[config.mk]
export PLATFORM = sky130hd
export DESIGN_NAME = instruction_fetch
export DESIGN_NICKNAME = d
export VERILOG_FILES = /design/src/rtl/upower_pkg.sv /design/src/rtl/fetch_buffer.sv /design/src/rtl/instruction_fetch.sv
export SDC_FILE = /design/constraint.sdc
export NUM_CORES = 1
export LEC_CHECK = 0
export CAP_MARGIN = 20
export CORE_AREA = 2 2 157 159
export DETAILED_ROUTE_END_ITERATION = 10
export DIE_AREA = 0 0 159 161
export PLACE_DENSITY = 0.85
export SLEW_MARGIN = 20
export SYNTH_ARGS = -nofsm -noshare
export SYNTH_HDL_FRONTEND = slang
export SYNTH_SLANG_ARGS = --single-unit
[constraint.sdc]
create_clock -name clk -period 23.8 [get_ports clk]
set_clock_uncertainty 0.1 [all_clocks]
set_input_delay 2.38 -clock clk [delete_from_list [all_inputs] [get_ports clk]]
set_output_delay 2.38 -clock clk [all_outputs]
set_load 0.01 [all_outputs]
[src/rtl/upower_pkg.sv]
// Shared definitions for the uPower front end: instruction width, fetch FSM
// encoding, PC step and a saturating counter helper.
package upower_pkg;

    localparam int INSTR_W = 32;
    localparam logic [INSTR_W-1:0] NOP_WORD = 32'h6000_0000;
    localparam int PC_INC = 4;

    typedef enum logic [1:0] {
        ST_IDLE  = 2'd0,
        ST_FETCH = 2'd1,
        ST_WAIT  = 2'd2,
        ST_DRAIN = 2'd3
    } fetch_state_e;

    // Sticks at all-ones instead of wrapping.
    function automatic logic [31:0] sat_add32(input logic [31:0] a, input logic [31:0] b);
        logic [32:0] sum;
        sum = {1'b0, a} + {1'b0, b};
        return sum[32] ? 32'hFFFF_FFFF : sum[31:0];
    endfunction

endpackage

[src/rtl/fetch_buffer.sv]
// Small synchronous FIFO of {pc, word} pairs between the fetch FSM and the
// decoder; the head entry is presented directly and zeroed while empty.
module fetch_buffer
    import upower_pkg::*;
#(
    parameter int ADDR_W = 64,
    parameter int DEPTH  = 2,
    localparam int PTR_W = $clog2(DEPTH),
    localparam int CNT_W = PTR_W + 1
) (
    input  logic               clk,
    input  logic               rst,
    input  logic               push,
    input  logic               pop,
    input  logic               flush,
    input  logic [ADDR_W-1:0]  push_pc,
    input  logic [INSTR_W-1:0] push_word,
    output logic [ADDR_W-1:0]  head_pc,
    output logic [INSTR_W-1:0] head_word,
    output logic               full,
    output logic               empty,
    output logic [CNT_W-1:0]   count
);

    localparam int ENT_W = ADDR_W + INSTR_W;

    logic [ENT_W-1:0] mem [DEPTH];
    logic [PTR_W-1:0] wr_ptr_reg;
    logic [PTR_W-1:0] rd_ptr_reg;
    logic [CNT_W-1:0] count_reg;
    logic             do_push;
    logic             do_pop;
    logic [ENT_W-1:0] head_entry;

    assign empty   = (count_reg == '0);
    assign full    = (count_reg == CNT_W'(DEPTH));
    assign count   = count_reg;
    assign do_pop  = pop && !empty;
    // A full buffer may still accept a word in the same cycle its head leaves.
    assign do_push = push && (!full || do_pop);

    always_ff @(posedge clk) begin
        if (rst || flush) begin
            wr_ptr_reg <= '0;
            rd_ptr_reg <= '0;
            count_reg  <= '0;
        end else begin
            if (do_push) begin
                mem[wr_ptr_reg] <= {push_pc, push_word};
                wr_ptr_reg      <= wr_ptr_reg + PTR_W'(1);
            end
            if (do_pop) begin
                rd_ptr_reg <= rd_ptr_reg + PTR_W'(1);
            end
            case ({do_push, do_pop})
                2'b10:   count_reg <= count_reg + CNT_W'(1);
                2'b01:   count_reg <= count_reg - CNT_W'(1);
                default: count_reg <= count_reg;
            endcase
        end
    end

    assign head_entry = mem[rd_ptr_reg];
    assign head_pc    = empty ? '0 : head_entry[ENT_W-1:INSTR_W];
    assign head_word  = empty ? '0 : head_entry[INSTR_W-1:0];

endmodule

[src/rtl/instruction_fetch.sv]
// Fetch stage: PC, one-outstanding memory request FSM, redirect/flush handling.
// Optional performance counters are built when FETCH_PERF_CNT_EN is defined.
module instruction_fetch
    import upower_pkg::*;
#(
    parameter int                ADDR_W    = 64,
    parameter logic [ADDR_W-1:0] RESET_PC  = '0,
    parameter int                BUF_DEPTH = 2
) (
    input  logic               clk,
    input  logic               rst,
    output logic               imem_req_valid,
    input  logic               imem_req_ready,
    output logic [ADDR_W-1:0]  imem_req_addr,
    input  logic               imem_rsp_valid,
    input  logic [INSTR_W-1:0] imem_rsp_data,
    output logic               inst_valid,
    input  logic               inst_ready,
    output logic [INSTR_W-1:0] inst_word,
    output logic [ADDR_W-1:0]  inst_pc,
    input  logic               redirect_valid,
    input  logic [ADDR_W-1:0]  redirect_pc
`ifdef FETCH_PERF_CNT_EN
    ,
    output logic [31:0]        perf_fetched,
    output logic [31:0]        perf_flushed
`endif
);

    localparam int CNT_W = $clog2(BUF_DEPTH) + 1;

    localparam logic [1:0] IDLE  = ST_IDLE;
    localparam logic [1:0] FETCH = ST_FETCH;
    localparam logic [1:0] WAIT  = ST_WAIT;
    localparam logic [1:0] DRAIN = ST_DRAIN;

    logic [1:0]        state_reg, state_next;
    logic [ADDR_W-1:0] pc_reg, pc_next;
    logic [ADDR_W-1:0] req_pc_reg, req_pc_next;

    logic              req_fire;
    logic              inst_fire;
    logic [ADDR_W-1:0] redirect_target;
    logic              buf_push;
    logic              buf_full;
    logic              buf_empty;
    logic [CNT_W-1:0]  buf_count;

    assign redirect_target = {redirect_pc[ADDR_W-1:2], 2'b00};
    assign imem_req_valid  = (state_reg == FETCH) && (buf_count < CNT_W'(BUF_DEPTH));
    assign imem_req_addr   = {pc_reg[ADDR_W-1:2], 2'b00};
    assign req_fire        = imem_req_valid && imem_req_ready;
    assign inst_valid      = !buf_empty;
    assign inst_fire       = inst_valid && inst_ready;
    // A response that coincides with a redirect belongs to the old path.
    assign buf_push        = (state_reg == WAIT) && imem_rsp_valid && !redirect_valid && !buf_full;

    always_comb begin
        state_next  = state_reg;
        pc_next     = pc_reg;
        req_pc_next = req_pc_reg;
        case (state_reg)
            IDLE:  state_next = FETCH;
            FETCH: begin
                if (req_fire) begin
                    req_pc_next = pc_reg;
                    pc_next     = pc_reg + ADDR_W'(PC_INC);
                    state_next  = WAIT;
                end
            end
            WAIT:    if (imem_rsp_valid) state_next = FETCH;
            DRAIN:   if (imem_rsp_valid) state_next = FETCH;
            default: state_next = IDLE;
        endcase
        // Redirect wins; drain only if a stale response is still to come.
        if (redirect_valid) begin
            pc_next = redirect_target;
            if (((state_reg == WAIT) && !imem_rsp_valid) ||
                ((state_reg == FETCH) && req_fire) ||
                ((state_reg == DRAIN) && !imem_rsp_valid)) begin
                state_next = DRAIN;
            end else begin
                state_next = FETCH;
            end
        end
    end

    always_ff @(posedge clk) begin
        if (rst) begin
            state_reg  <= IDLE;
            pc_reg     <= RESET_PC;
            req_pc_reg <= '0;
        end else begin
            state_reg  <= state_next;
            pc_reg     <= pc_next;
            req_pc_reg <= req_pc_next;
        end
    end

    fetch_buffer #(
        .ADDR_W (ADDR_W),
        .DEPTH  (BUF_DEPTH)
    ) u_buffer (
        .clk       (clk),
        .rst       (rst),
        .push      (buf_push),
        .pop       (inst_fire),
        .flush     (redirect_valid),
        .push_pc   (req_pc_reg),
        .push_word (imem_rsp_data),
        .head_pc   (inst_pc),
        .head_word (inst_word),
        .full      (buf_full),
        .empty     (buf_empty),
        .count     (buf_count)
    );

`ifdef FETCH_PERF_CNT_EN
    logic [31:0] perf_fetched_reg;
    logic [31:0] perf_flushed_reg;
    logic        rsp_dropped;
    logic [31:0] flush_amount;

    // DRAIN already accounted for its stale response when it was entered.
    assign rsp_dropped  = redirect_valid &&
                          ((state_reg == WAIT) || ((state_reg == FETCH) && req_fire));
    assign flush_amount = redirect_valid
                        ? (32'(buf_count) - 32'(inst_fire) + 32'(rsp_dropped))
                        : 32'd0;

    always_ff @(posedge clk) begin
        if (rst) begin
            perf_fetched_reg <= '0;
            perf_flushed_reg <= '0;
        end else begin
            perf_fetched_reg <= sat_add32(perf_fetched_reg, 32'(inst_fire));
            perf_flushed_reg <= sat_add32(perf_flushed_reg, flush_amount);
        end
    end

    assign perf_fetched = perf_fetched_reg;
    assign perf_flushed = perf_flushed_reg;
`endif

endmodule

# Yosys cells after proc, flatten, opt, wreduce, memory -nomap -nowiden

Memory sizes are Yosys's and may differ from the RTL's. A register that Yosys moved wholly into a read port is not among the register bits.
Cells that the tools add are included.

$add $sub $neg: 5
$lt $le $gt $ge: 1
Equal/unequal tests: 8
Muxes and demuxes: 16
Reduce and logical (&&, ||, !) cells: 29

Operators by type and width:

| operator                | number |
|---|---|
| $mux W64                | 4 |
| $add A64 B3 Y64 const B | 1 |
| $mux W32                | 1 |
| $logic_and A1 B1 Y1     | 11 |
| $eq A2 B2 Y1 const B    | 4 |
| $mux W2                 | 4 |
| $pmux W2 S3             | 1 |
| $reduce_and A2 Y1       | 3 |
| $reduce_bool A2 Y1      | 3 |
| $mux W1                 | 5 |
| $eq A2 B1 Y1 const B    | 2 |
| $logic_not A1 Y1        | 4 |
| $logic_not A2 Y1        | 2 |
| $logic_or A1 B1 Y1      | 4 |
| $pmux W2 S2             | 1 |
| $reduce_or A2 Y1        | 2 |
| $ne A3 B1 Y1 const B    | 1 |
| $ne A3 B3 Y1 const B    | 1 |
| $add A1 B1 Y1 const B   | 2 |
| $add A2 B1 Y2 const B   | 1 |
| $lt A2 B2 Y1 const B    | 1 |
| $sub A2 B1 Y2 const B   | 1 |

Flip-flop bits (word level): 134
Bits in writable memories: 192
Output and inout port bits: 162
Memories: 1

Memories:

| memory       | depth | width | read ports | clocked after Yosys merged registers in | write ports | line               | text |
|---|---|---|---|---|---|---|---|
| u_buffer.mem | 2     | 96    | 1          | 1                                       | 1           | fetch_buffer.sv:27 | `logic [ENT_W-1:0] mem [DEPTH];` |

# Depth between registers and ports, before layout

Gate-level depths: netlist of run 1.

Word-level depth: 9
Gate-level depth with buffers: 8

# Hierarchy

Synthesis of run 1 repeated with hierarchy kept, for this count alone.

Cells, all modules: 1160
Area total of the unflattened synthesis: 13282.7 um^2

Modules (own cells, without submodules):

| module            | instances | cells an instance | area each (um^2) | seq. area each (um^2) |
|---|---|---|---|---|
| fetch_buffer      | 1         | 435               | 7523.5           | 5865.6 |
| instruction_fetch | 1         | 725               | 5759.3           | 2522.4 |

# Least setup slack after synthesis of run 1

OpenSTA, ideal clock, no wires.

Path type: input to register
Start: input port redirect_valid
End: memory u_buffer.mem[0][0] (netlist name) (enable)
Setup time: 0.662 ns
Arrival: 9.760 ns
Data required time: 23.038 ns
Path slack: 13.278 ns
Stages on the path: 4
Buffers on the path: 2
Path through: clkbuf_1 > or4b_2 > clkbuf_1 > nor3_1

Word-level cells in the longest chain between the ends: 7

RTL lines:

| item                              | line                    | text |
|---|---|---|
| start: declaration                | instruction_fetch.sv:21 | `input logic redirect_valid,` |
| $logic_not A1 Y1                  | instruction_fetch.sv:56 | `assign buf_push = (state_reg == WAIT) && imem_rsp_valid && !redirect_valid && !buf_full;` |
| $logic_and A1 B1 Y1 (2 in series) | instruction_fetch.sv:56 |  |
| $logic_and A1 B1 Y1               | fetch_buffer.sv:40      | `assign do_push = push && (!full \|\| do_pop);` |
| $mux W1                           | fetch_buffer.sv:48      | `if (do_push) begin` |
| $mux W1 (*)                       | fetch_buffer.sv:43      | `if (rst \|\| flush) begin` |
| $mux W1 (implied by the code) (*) | fetch_buffer.sv:49      | `mem[wr_ptr_reg] <= {push_pc, push_word};` |
| end: declaration                  | fetch_buffer.sv:27      |  |

Every way passes the cells marked *; elsewhere a longest branch is shown, timed or not.

# Worst setup path in the final report of run 1

Start: input port imem_req_ready
End: register pc_reg[57]

Word-level cells in the longest chain between the ends: 3

RTL lines:

| item                                | line                    | text |
|---|---|---|
| start: declaration                  | instruction_fetch.sv:13 | `input logic imem_req_ready,` |
| $logic_and A1 B1 Y1                 | instruction_fetch.sv:52 | `assign req_fire = imem_req_valid && imem_req_ready;` |
| $reduce_bool A2 Y1 (no source line) | n/a                     |  |
| $reduce_and A2 Y1 (no source line)  | n/a                     |  |
| end signal: assignment              | instruction_fetch.sv:95 | `pc_reg <= pc_next;` |
| end: declaration                    | instruction_fetch.sv:38 | `logic [ADDR_W-1:0] pc_reg, pc_next;` |

Every way passes these cells.
A chain may end at the register's enable or synchronous reset.

==> results by stage, run 1 <==
Outcome:
- The flow ran to the end, and the final reports show no timing, DRC or antenna violations.

Setup path:
- The origin of the critical flop-to-flop path is u_buffer.count[1].
- The number of cells on the worst reg-to-reg path is 5.
- The worst flop-to-flop path endpoint is pc_reg[57].
- The worst-path maximum fanout is 76.
- Data on the critical path is required at its endpoint by 24.15 ns.
- STA classifies the critical path endpoint as a flip-flop.
- Data on the critical path arrives at its endpoint at 6.12 ns.
- The critical path startpoint category is an input port.
- The register-to-register setup slack is 19.94 ns.
- The critical path is of the in -> reg type.

Synth:
- The part of the Yosys area used for sequential elements is 62.35%.
- The number of synthesis warnings is 0.
- After synthesis, the mean cell area works out to 11.31 um2.
- The register bit total from synthesis is 319.
- The synthesized design contains 188 enable-type register cells.
- The share of async-settable or async-resettable flops after synthesis is 0%.
- The prevailing post-synth register cell is edfxtp_1.
- The mapped netlist covers 0.01326 mm2.
- The distinct cell type count of the synthesized netlist is 52.
- The number of standard cells after synthesis is 1172.

Die:
- The total area inside the core boundary comes to 0.02396 mm2.
- 264 I/O pins were placed.
- The initial cell density of the core is 55.34%.
- The die width is 159 um.
- In this run the core area contains 57 standard-cell rows.
- The chip height is 161 um.
- The die covers 0.02560 mm2.

STA:
- The setup slack after layout is 18.03 ns.
- The worst pin sits at a relative slew slack of 26.89%.
- Setup violations remaining at the end of the flow were counted as 0.
- The hold violation count in the final report came to 0.
- The slew of the pin with the lowest slew margin is 1.097 ns.
- Setup total negative slack on the finished layout was measured at 0 ns.
- The period utilization is 24.23%.
- Setup repair after global routing left no endpoint under its margin.
- The max-slew violation count is 0.
- The shortest clock period the worst path allows after layout is 5.767 ns.
- Timing would allow up to 173.4 MHz.

Clock network:
- The clock-pin slew reported for the worst setup and hold paths after clock tree synthesis is 0.07 ns.
- In this run the post-CTS setup repair buffer count came out at 0.
- The clock network latency to the later pin of the worst-skew pair is 0.56 ns.
- The CTS root buffer is clkbuf_16.
- The number of hold buffers added after CTS was 0.
- Buffers inserted during clock tree synthesis total 31.
- The clock passes through at most 3 buffers.
- CTS saw 319 sinks.
- TritonCTS built the clock tree.
- CTS built an H-tree with a depth of 1.
- After clock tree synthesis, the repair step resized 0 gates.

Cells and area:
- Compared with the post-synthesis result, the final layout area differs by 28.56%.
- The library cell used most frequently in the layout, excluding fill and tap cells, is clkdlybuf4s50_1.
- The number of fill cells is 1683.
- The register with the most flip-flops in the layout has 188 of them.
- The finished cells cover 0.01705 mm2.
- The final layout contains 1497 nets.
- Leaving out fill and tap cells, the most frequent cells in the layout are clkdlybuf4s50_1 (255), edfxtp_1 (188), nand2_1 (155).
- The post-route netlist has 5.857% of its cells at a drive strength greater than 1.

Worst hold path:
- In this run the most critical hold path is launched from req_pc_reg[13].
- The path class of the lowest-slack min-delay path is reg -> reg.
- The path with the worst hold slack has its endpoint at u_buffer.mem[1][45].
- The worst hold path passes through 0 cells.

Routing:
- The number of detailed-route iterations in the first pass is 5.
- The final layout contains routed wiring with a total length of 34510 um.
- The number of DRC violations after detailed routing is 0.
- The per-cell via count in the routed design is 5.724.
- In this run, the number of DRC markers left after iteration 0 of detailed routing was 800.
- The detail route stage leaves a number of antenna-violating nets equal to 0.
- Dividing the detail-routed wire length by the instance count gives 19.81 um.
- The via count is 9971.

Global route:
- The number of global-route vias before repair came to 9543.
- The met1 track demand over resource in global routing is 35.53%.
- Across every metal layer, demand over resource in global routing totals 26.05%.
- Entering global routing, the biggest net connects 90 pins.
- The routing usage on met2 is 43.38%.
- met2 is the most crowded layer.
- The number of antenna violations at the first check in global routing is 2.
- The remaining global-route overflow is 0.
- The first global-routing pass estimated 53050 um of wire.
- Global routing consumed, on the met3 layer, 4.186% of the routing resources.

Pwr:
- The maximum ir drop on the vdd rail is 55.73 uV.
- For this design the static power due to leakage is 5.487 nW.
- Dividing total power by cell area gives a power density of 69.00 mW/mm2.

Place:
- After legalization and detailed placement, the total HPWL measured 22030 um.
- The pre-CTS setup slack is 17.58 ns.
- The placed instances occupy a cell area of 0.01601 mm2.
- The port buffer count is 257.
- Routability-driven placement finished with a final weighted congestion of 0.8332.

Flow run:
- Across the run, the number of max-cap violations was 0.
## cells by family after synthesis
group	synth area share, %
simple gates	16.47
other cells	0.02828
mux	7.322
xor+xnor	2.312
fa+ha+maj	0.1887
buf+inv	3.189
compound gates	8.134
flops	62.35
## cells in the mapped netlist, drive strengths merged, types with 22 or more instances
library cell  instances  share of area, %
dfxtp               131                20
buf                  25               1.0
xnor2                26               1.7
a21oi                72               2.7
nor2                153               4.3
nand2               155               4.4
a211oi               31               1.8
edfxtp              188                43
clkbuf               58               1.6
nand4                26               1.4
nand3                22              0.83
mux2i                97               7.3
## final cells by class
type | count | area [um2] | area share [%]
Tap cell | 324 | 405.4 | 2.378
Clock inverter | 17 | 209.0 | 1.226
Clock buffer | 40 | 809.5 | 4.749
Antenna cell | 1 | 2.502 | 0.01468
Timing Repair Buffer | 268 | 2664 | 15.63
Inverter | 18 | 67.56 | 0.3963
Sequential cell | 319 | 8272 | 48.52
Multi-Input combinational cell | 755 | 4618 | 27.09
## through the flow
| stage | power [mW] | hold WS [ns] | utilization, % | std cells |
|---|---|---|---|---|
| 6_report | 1.176 | 0.3415 | 71.14 | 1742 |
| 3_5_place_dp | 0.6944 | 0.3361 | 66.80 | 1683 |
| 5_1_grt | 1.210 | 0.3595 | 71.14 | 1742 |
| 4_1_cts | 1.182 | 0.3433 | 71.05 | 1740 |
| 3_3_place_gp | 0.6923 | 0.3288 | 66.78 | 1683 |
| 2_1_floorplan | 0.6489 | 0.3254 | - | 1175 |
## how the worst max path moves through the flow
stage	to	start	slack (ns)	depth (start not counted)
after floorplan	u_buffer.mem[0][0]	redirect_valid	13.28	4
after CTS	inst_word[23]	u_buffer.count[0]	18.09	4
after detailed placement	pc_reg[57]	imem_req_ready	17.58	6
final	pc_reg[57]	imem_req_ready	18.03	6
after global routing	pc_reg[44]	imem_req_ready	17.84	6
after global placement	pc_reg[57]	imem_req_ready	17.67	6
## power breakdown
| group | total, mW | internal [mW] | leakage [nW] | switching [mW] |
|---|---|---|---|---|
| clock | 0.492 | 0.293 | 0.493 | 0.200 |
| sequential | 0.610 | 0.592 | 2.97 | 0.0177 |
| combinational | 0.0737 | 0.0388 | 2.02 | 0.0349 |
## critical path, cell delays in order
cell,delay (ns)
clkdlybuf4s50_1,0.53
and4bb_4,0.97
nand4_2,0.58
nor4b_2,1.02
a311oi_1,0.25
a2111oi_2,0.32
## per-layer routing
layer / wire, um / share of wire [%] / vias up
li1: - / - / 4692
met1: 14310 / 41 / 4739
met2: 16580 / 48 / 472
met3: 2688 / 7.8 / 66
met4: 914 / 2.6 / 2
met5: 13 / 0.038 / -
(Power assumes the default switching activity.)
==> run 2, diff against run 1 <==
--- a/config.mk
+++ b/config.mk
@@ -6,10 +6,10 @@
 export NUM_CORES = 1
 export LEC_CHECK = 0
 export CAP_MARGIN = 20
-export CORE_AREA = 2 2 157 159
+export CORE_AREA = 2 2 163 165
 export DETAILED_ROUTE_END_ITERATION = 10
-export DIE_AREA = 0 0 159 161
-export PLACE_DENSITY = 0.85
+export DIE_AREA = 0 0 165 167
+export PLACE_DENSITY = 0.8
 export SLEW_MARGIN = 20
 export SYNTH_ARGS = -nofsm -noshare
 export SYNTH_HDL_FRONTEND = slang
==> constraint.sdc (replaced) <==
create_clock -name clk -period 5.6 [get_ports clk]
set_clock_uncertainty 0.1 [all_clocks]
set_input_delay 0.56 -clock clk [delete_from_list [all_inputs] [get_ports clk]]
set_output_delay 0.56 -clock clk [all_outputs]
set_load 0.01 [all_outputs]
==> run 2 against run 1 <==
Compared with the run above: die area up 7.6%; register-to-register slack worse by 18 ns; non-clock buffer count up 1; via count up 0.72%; largest cell class unchanged; highest routed layer unchanged.
==> results by stage, run 2 (same netlist as run 1, synthesis figures left out) <==
Place:
- The cell count after placement is 1696 (was 1683).
- The pre-CTS setup slack is 1.785 ns (was 17.58 ns).
- The total half-perimeter wirelength after legalization and detailed placement is 22580 um (was 22030 um).
- The port buffer count is 257 (unchanged).
- The final RePlAce weighted congestion was 0.8138 (was 0.8332).

Cells and area:
- The area used by multi-input combinational logic was 0.004631 mm2 (was 0.004618 mm2).
- The register cell area after layout came to 0.008272 mm2 (unchanged).
- The most common cell after layout, fill and taps aside is clkdlybuf4s50_1 (unchanged).
- The number of nets in the finished design is 1501 (was 1497).
- The area growth from synthesis to layout is 29.58% (was 28.56%).
- The fraction of layout cells with a size suffix above 1 is 6.399% (was 5.857%).
- The count of non-filler cells in the finished layout is 1759 (was 1742).
- The flip-flop count of the largest register, all copies and words added was 188 (unchanged).
- The utilization after layout is 66.69% (was 71.14%).
- The number of fill cells is 1924 (was 1683).
- Leading cell types in the layout, fill and taps excluded: clkdlybuf4s50_1 (255), edfxtp_1 (188), nand2_1 (155) (unchanged).

Clock network:
- The total clock sinks was 319 (unchanged).
- The number of buffers inserted by hold repair at cts is 0 (unchanged).
- The CTS root buffer is clkbuf_16 (unchanged).
- The total CTS buffers is 34 (was 31).
- The clock network latency to the later pin of the worst-skew pair is 0.50 ns (was 0.56 ns).
- The clock-pin slew reported for the worst setup and hold paths after clock tree synthesis is 0.06 ns (was 0.07 ns).
- The number of levels in the clock H-tree came to 2 (was 1).
- The number of buffers on the longest clock path is 3 (unchanged).
- The CTS tree is built (unchanged).
- The number of post-CTS setup repair buffers came to 0 (unchanged).
- The post-cts repair resize count is 0 (unchanged).

STA:
- Dividing the final minimum period by the clock period gives 63.22%.
- The max-slew headroom at the worst pin is 33.56% (was 26.89%).
- The max-slew violation count was 0 (unchanged).
- The final setup violation count came to 0 (unchanged).
- The setup slack after layout is 2.059 ns (was 18.03 ns).
- The worst hold slack was 0.3498 ns (was 0.3415 ns).
- The maximum operating frequency is 282.4 MHz.
- The shortest clock period the worst path allows after layout is 3.541 ns.
- The slew of the pin with the lowest slew margin is 0.9940 ns (was 1.097 ns).
- RSZ-0062 raised after global routing: false (unchanged).
- The hold violation count in the final report was 0 (unchanged).

Pwr:
- The maximum ir drop on the vdd rail is 216.0 uV (was 55.73 uV).
- The part of the power in the clock network is 43.3% (was 41.9%).
- The combinational power share is 6.2% (was 6.3%).
- The areal power density over the cells was 298.7 mW/mm2 (was 69.00 mW/mm2).
- The fraction of power spent switching nets came to 21.49% (was 21.44%).
- The cell internal power dissipation is 4.029 mW (was 0.9241 mW).
- The leakage power of the design is 5.560 nW (was 5.487 nW).
- The net switching power of the design was 1.103 mW (was 0.2522 mW).
- The power share of the sequential group came to 50.5% (was 51.9%).

Setup path:
- The worst-path maximum fanout is 37 (was 76).
- The endpoint type of the worst setup path is a primary output (was flip-flop).
- The class of the most critical setup path is reg -> out (was in -> reg).
- The data arrival time of the worst path is 2.88 ns (was 6.12 ns).
- The worst path required time is 4.94 ns (was 24.15 ns).
- The critical path startpoint category is a flip-flop (was input port).
- The cell depth of the worst flop-to-flop path is 5 (unchanged).
- The delay of the slowest critical-path stage was 0.80 ns (was 1.02 ns).
- The critical-path cell with the highest stage delay is dfxtp_4 (was nor4b_2).
- The worst flop-to-flop path endpoint is pc_reg[57] (unchanged).
- The origin of the critical flop-to-flop path is pc_reg[12] (was u_buffer.count[1]).
- The register-to-register setup slack was 2.28 ns (was 19.94 ns).
- Chain of cells forming the critical path: buf_4 -> mux2i_1 -> nor2_1 -> clkdlybuf4s50_1 (was clkdlybuf4s50_1 -> and4bb_4 -> nand4_2 -> nor4b_2 -> a311oi_1 -> a2111oi_2).

Global route:
- The maximum number of pins on one net before global-route repair is 87 (was 90).
- The remaining global-route overflow was 0 (unchanged).
- The first-pass GRT wire length is 53110 um (was 53050 um).
- The total global-route track usage is 24.82% (was 26.05%).
- The number of antenna violations at the first check in global routing is 3 (was 2).
- The number of global-route vias before repair is 9862 (was 9543).

Routing:
- The number of DRC violations after detailed routing is 0 (unchanged).
- The violation count after the first detailed-route iteration is 791 (was 800).
- The per-cell via count in the routed design is 5.709 (was 5.724).
- The final routed wirelength across all metal layers was 34600 um (was 34510 um).
- The number of detailed-route iterations in the first pass is 7 (was 5).
- The via count came to 10040 (was 9971).
- The routed wirelength normalized by instance count came to 19.67 um (was 19.81 um).
- The count of antenna-violating nets left after detailed routing came to 0 (unchanged).

Die:
- The initial cell density of the core is 51.47% (was 55.34%).
- The chip height came to 167 um (was 161 um).
- The area of the placeable core is 0.02576 mm2 (was 0.02396 mm2).
- The number of placed I/O pins is 264 (unchanged).
- The die width was 165 um (was 159 um).
- The site row count came to 59 (was 57).
- The area of the die was 0.02756 mm2 (was 0.02560 mm2).

Outcome:
- Outcome: finished, final reports clean (unchanged).

Worst hold path:
- The destination of the worst hold path is u_buffer.mem[0][45] (was u_buffer.mem[1][45]).
- The hold path startpoint is req_pc_reg[13] (unchanged).
- The path class of the lowest-slack min-delay path is reg -> reg (unchanged).
- The number of stages on the worst hold path was 0 (unchanged).

Flow run:
- The max-capacitance violation count is 0 (unchanged).
==> run 2: changes by cell type in the layout (fill, tap and decap cells not counted), sizes merged <==
cell,before,now
clkbuf,40,46
bufinv,5,3
buf,13,14
diode,1,2
==> run 2: critical path: cells and delay by family, from the launching register on <==
| family | cells | cell delay (ns) |
|---|---|---|
| buf+inv | 2 | 1.19 |
| flops | 1 | 0.80 |
| mux | 1 | 0.18 |
| simple gates | 1 | 0.16 |
==> run 2: per-stage QoR <==
| step | setup TNS, ns | instance area, um2 | total power [mW] |
|---|---|---|---|
| floorplan | -36.13 | 13280 | 2.758 |
| global placement | 0 | 16060 | 2.946 |
| detailed placement | 0 | 16060 | 2.955 |
| CTS | 0 | 17180 | 5.166 |
| global route | 0 | 17180 | 5.287 |
| finish | 0 | 17180 | 5.132 |
==> run 2: layout make-up <==
type | instances | area share, %
Clock buffer | 46 | 5.578
Multi-Input combinational cell | 755 | 26.95
Antenna cell | 2 | 0.02913
Sequential cell | 319 | 48.14
Inverter | 18 | 0.3932
Clock inverter | 15 | 0.9466
Tap cell | 335 | 2.439
Timing Repair Buffer | 269 | 15.52
==> run 2: how the worst max path moves through the flow <==
stage / endpoint / slack [ns] / depth (start not counted)
2_1_floorplan: u_buffer.mem[0][0] / -0.19 / 4
6_report: inst_pc[54] / 2.06 / 4
3_3_place_gp: pc_reg[57] / 1.92 / 6
3_5_place_dp: pc_reg[57] / 1.79 / 6
4_1_cts: inst_pc[54] / 2.01 / 4
5_1_grt: inst_pc[54] / 1.89 / 4
==> run 2: power by group through the flow <==
stage	Combinational, mW	Clock, mW	Sequential (mW)
finish	0.317	2.22	2.59
global route	0.341	2.35	2.60
CTS	0.318	2.26	2.59
detailed placement	0.316	0	2.64
global placement	0.309	0	2.64
floorplan	0.130	0	2.63
==> run 2: metal layers <==
layer	global-route usage [%]	vias to the layer above	wire length [um]	share of wire [%]
li1	-	4702	-	-
met1	33.03	4816	14190	41
met2	39.64	446	16530	48
met3	5.156	77	2826	8.2
met4	10.09	2	1045	3.0
met5	0	-	13	0.038
==> run 3, diff against run 2 <==
==> constraint.sdc (replaced) <==
create_clock -name clk -period 3.6 [get_ports clk]
set_clock_uncertainty 0.1 [all_clocks]
set_input_delay 0.36 -clock clk [delete_from_list [all_inputs] [get_ports clk]]
set_output_delay 0.36 -clock clk [all_outputs]
set_load 0.01 [all_outputs]
==> run 3 against run 2 <==
Compared with the run above: combinational power up 58%; register-to-register slack worse by 1.4 ns; core utilization down 0.25 points; die area unchanged; cell count about the same; global-route usage down 0.31 points; critical path depth unchanged; count of clock-buffer cells in the layout down 8; critical endpoint is now inst_pc[27]; largest cell class unchanged.
==> results by stage, run 3 (same netlist as run 1, synthesis figures left out) <==
Routing:
- The count of antenna-violating nets left after detailed routing is 0 (unchanged).
- The via count is 9908 (was 10040).
- The per-cell via count in the routed design is 5.630 (was 5.709).
- The number of detailed-route iterations in the first pass was 5 (was 7).
- The violation count after the first detailed-route iteration is 832 (was 791).
- The number of DRC violations after detailed routing came to 0 (unchanged).
- The final routed wirelength across all metal layers came to 34390 um (was 34600 um).
- The routed wirelength normalized by instance count was 19.54 um (was 19.67 um).

Setup path:
- The class of the most critical setup path was reg -> out (unchanged).
- The endpoint type of the worst setup path is a primary output (unchanged).
- The critical path startpoint category is a flip-flop (unchanged).
- The data arrival time of the worst path was 2.54 ns (was 2.88 ns).
- The worst path required time came to 3.14 ns (was 4.94 ns).
- The worst-path maximum fanout is 31 (was 37).

Die:
- The number of placed I/O pins is 264 (unchanged).
- The die width was 165 um (unchanged).
- The area of the die came to 0.02756 mm2 (unchanged).
- The chip height is 167 um (unchanged).
- The initial cell density of the core is 51.47% (unchanged).
- The site row count is 59 (unchanged).
- The area of the placeable core came to 0.02576 mm2 (unchanged).

Global route:
- The number of antenna violations at the first check in global routing is 3 (unchanged).
- The maximum number of pins on one net before global-route repair is 131 (was 87).
- The remaining global-route overflow is 0 (unchanged).
- The first-pass GRT wire length came to 52850 um (was 53110 um).
- The number of global-route vias before repair is 9575 (was 9862).
- The total global-route track usage is 24.51% (was 24.82%).

STA:
- RSZ-0062 raised after global routing: false (unchanged).
- The worst hold slack was 0.1907 ns (was 0.3498 ns).
- The setup TNS is 0 ns (unchanged).
- The final setup violation count is 0 (unchanged).
- The shortest clock period the worst path allows after layout is 3.003 ns.
- Of the available clock period, the critical path in the final layout requires 83.41%.
- The max-slew violation count came to 0 (unchanged).
- The slew of the pin with the lowest slew margin came to 0.8496 ns (was 0.9940 ns).
- The maximum operating frequency is 333.0 MHz.
- The hold violation count in the final report came to 0 (unchanged).
- The max-slew headroom at the worst pin was 43.27% (was 33.56%).

Cells and area:
- The fraction of layout cells with a size suffix above 1 came to 6.606% (was 6.399%).
- The area growth from synthesis to layout is 29.09% (was 29.58%).
- The area used by multi-input combinational logic is 0.004634 mm2 (was 0.004631 mm2).
- The number of nets in the finished design is 1504 (was 1501).
- The utilization after layout is 66.44% (was 66.69%).
- The register cell area after layout was 0.008272 mm2 (unchanged).
- Leading cell types in the layout, fill and taps excluded: clkdlybuf4s50_1 (255), edfxtp_1 (188), nand2_1 (155) (unchanged).
- The most common cell after layout, fill and taps aside is clkdlybuf4s50_1 (unchanged).
- The number of fill cells was 1960 (was 1924).
- The flip-flop count of the largest register, all copies and words added is 188 (unchanged).

Place:
- The total half-perimeter wirelength after legalization and detailed placement is 22680 um (was 22580 um).
- The port buffer count is 257 (unchanged).
- The final RePlAce weighted congestion is 0.8120 (was 0.8138).

Clock network:
- The clock network latency to the later pin of the worst-skew pair is 0.56 ns (was 0.50 ns).
- The number of buffers inserted by hold repair at cts came to 0 (unchanged).
- The total clock sinks is 319 (unchanged).
- The number of buffers on the longest clock path is 3 (unchanged).
- The post-cts repair resize count came to 0 (unchanged).
- The CTS tree was built (unchanged).
- The number of post-CTS setup repair buffers came to 0 (unchanged).
- The total CTS buffers is 31 (was 34).
- The number of levels in the clock H-tree is 1 (was 2).
- The clock-pin slew reported for the worst setup and hold paths after clock tree synthesis was 0.06 ns (about the same).
- The CTS root buffer is clkbuf_16 (unchanged).

Flow run:
- The max-capacitance violation count was 0 (unchanged).

Pwr:
- The areal power density over the cells is 439.3 mW/mm2 (was 298.7 mW/mm2).
- The leakage power of the design is 5.512 nW (was 5.560 nW).
- The maximum ir drop on the vdd rail came to 300.5 uV (was 216.0 uV).

Worst hold path:
- The path class of the lowest-slack min-delay path was in -> reg (was reg -> reg).

Outcome:
- Outcome: finished, final reports clean (unchanged).
-- run 3: changes by cell type in the layout (fill, tap and decap cells not counted) --
| cell | delta |
|---|---|
| bufinv_16 | -3 |
| clkbuf_1 | -4 |
| clkinv_1 | +2 |
| or4b_2 | -1 |
| clkbuf_16 | -5 |
| clkbuf_8 | +1 |
| clkinvlp_4 | +3 |
| buf_12 | +6 |
| clkinv_2 | +1 |
| or4b_4 | +1 |
| clkinv_4 | +1 |
| clkinv_8 | -1 |
-- run 3: worst max-delay path, cell delays in order, from the launching register on --
cell             delay [ns]
dfxtp_1                0.39
nor2_4                 0.45
buf_4                  0.48
nor2_1                 0.16
clkdlybuf4s50_1        0.51
-- run 3: final cells by class --
class	instances	area share, %
Sequential cell	319	48.32
Multi-Input combinational cell	755	27.07
Timing Repair Buffer	275	16.29
Clock buffer	38	4.861
Tap cell	335	2.449
Clock inverter	18	0.5848
Inverter	18	0.3947
Antenna cell	2	0.02924
-- run 3: per-stage QoR --
stage               total power, mW  instance area, um2  setup WS, ns  cells
floorplan                     4.292               13320       -0.3679   1175
global placement              4.593               16180        0.6540   1702
detailed placement            4.605               16180        0.5512   1702
CTS                           7.553               17110        0.5551   1758
global route                  7.755               17120        0.4572   1760
finish                        7.520               17120        0.5973   1760
-- run 3: metal layers --
metal	global-route usage, %	routed length [um]	vias up
li1	-	-	4702
met1	33.88	14370	4752
met2	39.24	16490	392
met3	4.309	2661	60
met4	8.053	858	2
met5	0	13	-
-- run 3: power breakdown --
group / internal [mW] / switching (mW)
Clock: 1.64 / 1.35
Sequential: 3.92 / 0.115
Combinational: 0.263 / 0.237
Total: 5.82 / 1.70
-- run 3: worst paths after layout --
path,startpoint,end,slack (ns),depth (start not counted)
max reg2reg,pc_reg[12],pc_reg[52],0.84,5
max,u_buffer.count[1],inst_pc[27],0.60,4
min,rst,flip-flop,0.19,3
min reg2reg,req_pc_reg[38],u_buffer.mem[1][70],0.35,0
